==> config.mk <==
export PLATFORM = sky130hd
export DESIGN_NAME = ram_arbiter
export DESIGN_NICKNAME = d
export VERILOG_FILES = /design/src/rtl/ram_arb_pkg.sv /design/src/rtl/ram_arbiter_rr_arb2.sv /design/src/rtl/ram_arbiter.sv
export SDC_FILE = /design/constraint.sdc
export NUM_CORES = 1
export LEC_CHECK = 0
export CAP_MARGIN = 20
export CORE_ASPECT_RATIO = 1.25
export CORE_MARGIN = 1.5
export CORE_UTILIZATION = 44
export CTS_BUF_LIST = sky130_fd_sc_hd__clkbuf_2
export DETAILED_ROUTE_END_ITERATION = 8
export PLACE_DENSITY_LB_ADDON = 0.12
export SYNTH_ARGS = -nofsm -noshare
export SYNTH_HDL_FRONTEND = slang
export SYNTH_SLANG_ARGS = --single-unit
==> constraint.sdc <==
create_clock -name clk -period 2.63 [get_ports clk]
set_input_delay 0.263 -clock clk [delete_from_list [all_inputs] [get_ports clk]]
set_output_delay 0.263 -clock clk [all_outputs]
set_load 0.01 [all_outputs]
==> src/rtl/ram_arb_pkg.sv <==
// Shared definitions for the two-port RAM arbiter: default widths,
// sequencer state encoding and the per-requester request record.
package ram_arb_pkg;

  localparam int ADDR_W_DEF = 11;
  localparam int DATA_W_DEF = 8;

  // IDLE picks a winner; ACCESS drives the RAM; CAPTURE sees ram_dout; ACK pulses.
  typedef enum logic [1:0] {
    ST_IDLE    = 2'd0,
    ST_ACCESS  = 2'd1,
    ST_CAPTURE = 2'd2,
    ST_ACK     = 2'd3
  } arb_state_e;

  // One outstanding request as presented by a requester.
  typedef struct packed {
    logic                  we;
    logic [ADDR_W_DEF-1:0] addr;
    logic [DATA_W_DEF-1:0] wdata;
  } ram_req_t;

endpackage

==> src/rtl/ram_arbiter_rr_arb2.sv <==
// Two-way round-robin pick. On a tie the port that did not win last time
// wins; a lone request always wins. Purely combinational.
module rr_arb2 (
  input  logic req0,
  input  logic req1,
  input  logic last,
  output logic valid,
  output logic winner
);

  // Winner is port 1 when it asks alone, or on a tie when port 0 won last.
  always_comb begin
    valid  = req0 | req1;
    winner = (req0 && req1) ? ~last : req1;
  end

endmodule

==> src/rtl/ram_arbiter.sv <==
// Round-robin arbiter and access sequencer for a single-port synchronous
// RAM. Each granted request walks IDLE -> ACCESS -> CAPTURE -> ACK, so one
// access completes every four cycles. All outputs come from registers.
module ram_arbiter
  import ram_arb_pkg::*;
#(
  parameter int ADDR_W = ADDR_W_DEF,
  parameter int DATA_W = DATA_W_DEF
) (
  input  logic              clk,
  input  logic              reset,
  input  logic              req0,
  input  logic              req1,
  input  logic              we0,
  input  logic              we1,
  input  logic [ADDR_W-1:0] addr0,
  input  logic [ADDR_W-1:0] addr1,
  input  logic [DATA_W-1:0] wdata0,
  input  logic [DATA_W-1:0] wdata1,
  output logic              ack0,
  output logic              ack1,
  output logic [DATA_W-1:0] rdata0,
  output logic [DATA_W-1:0] rdata1,
  output logic              busy,
  output logic [ADDR_W-1:0] ram_addr,
  output logic [DATA_W-1:0] ram_din,
  output logic              ram_wr,
  input  logic [DATA_W-1:0] ram_dout
);

  arb_state_e        state_q, state_d;
  logic              grant_q, grant_d;
  logic              last_q, last_d;
  logic              op_we_q, op_we_d;
  logic [ADDR_W-1:0] ram_addr_q, ram_addr_d;
  logic [DATA_W-1:0] ram_din_q, ram_din_d;
  logic              ram_wr_q, ram_wr_d;
  logic              ack0_q, ack0_d;
  logic              ack1_q, ack1_d;
  logic [DATA_W-1:0] rdata0_q, rdata0_d;
  logic [DATA_W-1:0] rdata1_q, rdata1_d;

  logic              pick_valid;
  logic              pick_port;

  rr_arb2 u_rr_arb2 (
    .req0   (req0),
    .req1   (req1),
    .last   (last_q),
    .valid  (pick_valid),
    .winner (pick_port)
  );

  // Next-state and next-output logic for the access sequencer.
  always_comb begin
    state_d    = state_q;
    grant_d    = grant_q;
    last_d     = last_q;
    op_we_d    = op_we_q;
    ram_addr_d = ram_addr_q;
    ram_din_d  = ram_din_q;
    ram_wr_d   = 1'b0;          // write strobe only ever lasts the ACCESS cycle
    ack0_d     = 1'b0;
    ack1_d     = 1'b0;
    rdata0_d   = rdata0_q;
    rdata1_d   = rdata1_q;

    case (state_q)
      ST_IDLE: begin
        if (pick_valid) begin
          grant_d    = pick_port;
          last_d     = pick_port;
          op_we_d    = pick_port ? we1 : we0;
          ram_addr_d = pick_port ? addr1 : addr0;
          ram_din_d  = pick_port ? wdata1 : wdata0;
          ram_wr_d   = pick_port ? we1 : we0;
          state_d    = ST_ACCESS;
        end
      end
      ST_ACCESS: begin
        // RAM commits the write or registers the read at the end of this cycle.
        state_d = ST_CAPTURE;
      end
      ST_CAPTURE: begin
        if (!op_we_q) begin
          if (grant_q) rdata1_d = ram_dout;
          else         rdata0_d = ram_dout;
        end
        if (grant_q) ack1_d = 1'b1;
        else         ack0_d = 1'b1;
        state_d = ST_ACK;
      end
      ST_ACK: begin
        state_d = ST_IDLE;
      end
      default: begin
        state_d = ST_IDLE;
      end
    endcase
  end

  // State and output registers with synchronous reset; reset aborts any access.
  always_ff @(posedge clk) begin
    if (reset) begin
      state_q    <= ST_IDLE;
      grant_q    <= 1'b0;
      last_q     <= 1'b1;        // port 0 wins the first tie
      op_we_q    <= 1'b0;
      ram_addr_q <= '0;
      ram_din_q  <= '0;
      ram_wr_q   <= 1'b0;
      ack0_q     <= 1'b0;
      ack1_q     <= 1'b0;
      rdata0_q   <= '0;
      rdata1_q   <= '0;
    end else begin
      state_q    <= state_d;
      grant_q    <= grant_d;
      last_q     <= last_d;
      op_we_q    <= op_we_d;
      ram_addr_q <= ram_addr_d;
      ram_din_q  <= ram_din_d;
      ram_wr_q   <= ram_wr_d;
      ack0_q     <= ack0_d;
      ack1_q     <= ack1_d;
      rdata0_q   <= rdata0_d;
      rdata1_q   <= rdata1_d;
    end
  end

  assign ack0     = ack0_q;
  assign ack1     = ack1_q;
  assign rdata0   = rdata0_q;
  assign rdata1   = rdata1_q;
  assign busy     = (state_q != ST_IDLE);
  assign ram_addr = ram_addr_q;
  assign ram_din  = ram_din_q;
  assign ram_wr   = ram_wr_q;

endmodule
==> flow_metrics.tcl <==
set metrics [dict create \
    status "finished clean" \
    drc 0 \
    cts-htree-levels 2 \
    clk_pin_slew_ps 220 \
    cap_viol_max_count 0 \
    vias_per_cell 4.94 \
    die-area_sq_um 4390 \
    synthTopCellsByArea "dfxtp_1, mux2i_1, a211oi_1, nor2_1, a21oi_1" \
    power.density_nw_per_um2 877 \
    syn_inst 196 \
    initial_core_util_pct 46.2 \
    cts.hold.buffers_added 0 \
    grt_max_degree 27 \
    wl_um 4150 \
    finalPower_mw 2.45 \
    synthXorXnorAreaFrac_pct 0 \
    hold_viol_final 0 \
    grt_pass1_wl_um 6810 \
    crit_top_cell "inv_1" \
    syn_nets 252 \
    gp_congestion 0.741 \
    min_period_ps 2030 \
    critPathKind "reg -> out" \
    post-cts-setup-buffer-count 0 \
    cts-root-buf "clkbuf_2" \
    cp-end-kind "primary output" \
    synth_compound_area_share_pct 17.6 \
    post-dp-hpwl_um 3030 \
    synth_edf_count 0 \
    worst_pin_slew_ps 615 \
    fin_worst_skew_ps 20.8 \
    path_cells "inv_1 -> ha_1 -> inv_1 -> clkdlybuf4s50_1" \
    synth_adder_area_share_pct 2.84 \
    dieWidth_um 59.6 \
    pin_count 91 \
    synth-warning-count 0 \
    p_leak_nw 1.15 \
    drive_above_1_share_pct 6.32 \
    die_height_um 73.7 \
    max_freq_ghz 0.493 \
    crit_arrival_ps 1770 \
    synthArstFlopShare_pct 0 \
    grt_setup_unrepaired "false" \
    muxShareOfSynthArea_pct 10.2 \
    num_vias 1673 \
    placedCellCount 331 \
    cts_made_buffers 5 \
    cts_tree "yes" \
    ys_seq_area_share_pct 48.9 \
    dpl_cell_area_sq_um 2700 \
    portBuffers 90 \
    crit_fanout 7 \
    yosys.area.top_type "dfxtp_1" \
    worstHoldPathCells 3 \
    drt_iter0_drc 67 \
    insertion_delay_ps 400 \
    clock_sinks 43 \
    min_path_type "in -> reg" \
    relSlewSlack_pct 58.9 \
    setup_ws_ps 600 \
    gr-usage-all-layers_pct 20.1 \
    fin_cells 339 \
    grt_pass1_vias 1573 \
    final_cell_area_sq_um 2790 \
    syn_area_sq_um 1760 \
    synth_top_area_share_pct 48.9 \
    wl_per_cell_um 12.2 \
    final_max_slew_viol_count 0 \
    setup_viol 0 \
    max_stage_delay_ps 530 \
    synth_top_family_by_area "compound AO/OA/AOI/OAI gates" \
    area_growth_pct 58.6 \
    final_nets 340 \
    pre_cts_slack_ps 691 \
    antenna_found_initial 0 \
    ant_nets 0 \
    worst_path_max_delay_cell "clkdlybuf4s50_1" \
    crit_required_ps 2370 \
    synth_cell_types 24 \
    first_pass_iters 4 \
    syn_avg_cell_area_sq_um 8.99 \
    ys_ff_latch 43 \
    reg2reg_depth 6 \
    clk_path_buf_depth 2 \
    core.rowCount 25 \
    cts_resized 0 \
    n_antenna_cell 0 \
    peakVddDrop_mv 0.510 \
    synthSimpleGateAreaFrac_pct 15.5 \
    grt-ovfl-total 0 \
    synth-main-ff-cell "dfxtp_1" \
    synth_common_cells "dfxtp_1, nor2_1, a211oi_1, a21oi_1, nand2_1" \
    fin_crit_sh_pct 77.2 \
    core_sq_um 3820 \
    start_kind "flop" \
    fin_setup_tns_ps 0 \
    synth_most_common_cell "dfxtp_1" \
]
## placed cells by master (no fill, tap or decap), drive strengths merged, types with 2 or more instances in the layout
master	n
a211oi	21
bufinv	2
buf	6
ha	4
nor3b	2
nor2	40
dfxtp	43
a21oi	20
clkbuf	6
inv	3
clkdlybuf4s50	90
nand2	19
mux2i	18
## kinds of logic after synthesis
family / Yosys count
AND/OR/NAND/NOR: 66
AO/OA/AOI/OAI: 47
flip-flops: 43
buffers and inverters: 18
multiplexers: 18
adder cells (fa/ha/maj): 4
## worst max-delay path: cells and delay by family (launching register included)
| kind | cells | cell delay [ps] |
|---|---|---|
| adders and majority gates | 1 | 280 |
| buffers and inverters | 3 | 700 |
| DFF | 1 | 390 |
## cell type report
class,instances,area [sq um]
Tap cell,54,67.6
Clock buffer,6,30.0
Clock inverter,2,60.1
Sequential cell,43,861
Multi-Input combinational cell,135,818
Fill cell,313,1020
Inverter,3,11.3
Timing Repair Buffer,96,946
## final timing paths
check                           from  slack, ps                      end
max reg2reg  state_q[0]$_SDFFE_PP0P_        780  ram_din[3]$_SDFFE_PP0P_
max          state_q[0]$_SDFFE_PP0P_        600                     busy
min                        wdata0[1]        380  ram_din[1]$_SDFFE_PP0P_
min reg2reg  ram_din[4]$_SDFFE_PP0P_        510  ram_din[4]$_SDFFE_PP0P_
## where the power goes
group	internal (mW)	switching, mW	total [mW]
logic	0.567	0.506	1.07
registers	0.818	0.0921	0.911
clock network	0.260	0.205	0.465
## layer usage
layer  vias to the layer above  track usage (%)  share of wire (%)
met5                         -                0                  0
met2                        59             35.4                 51
met4                         0             5.19                1.4
met1                       760             22.7                 41
met3                         7             7.39                6.8
li1                        847                -                  -
## state kept, by name, summed over array words and instances (netlist names)
signal    cells
ram_addr     11
ram_din       8
ram_wr        1
rdata0        8
ack0          1
ack1          1
last_q        1
state_q       2
op_we_q       1
rdata1        8
grant_q       1
## metrics by stage
step                hold slack (ps)  util, %
floorplan                       404        -
global route                    361     73.2
global placement                474     70.9
finish                          384     73.2
CTS                             371     73.2
detailed placement              481     70.9
Power figures use the tool's default switching activity.
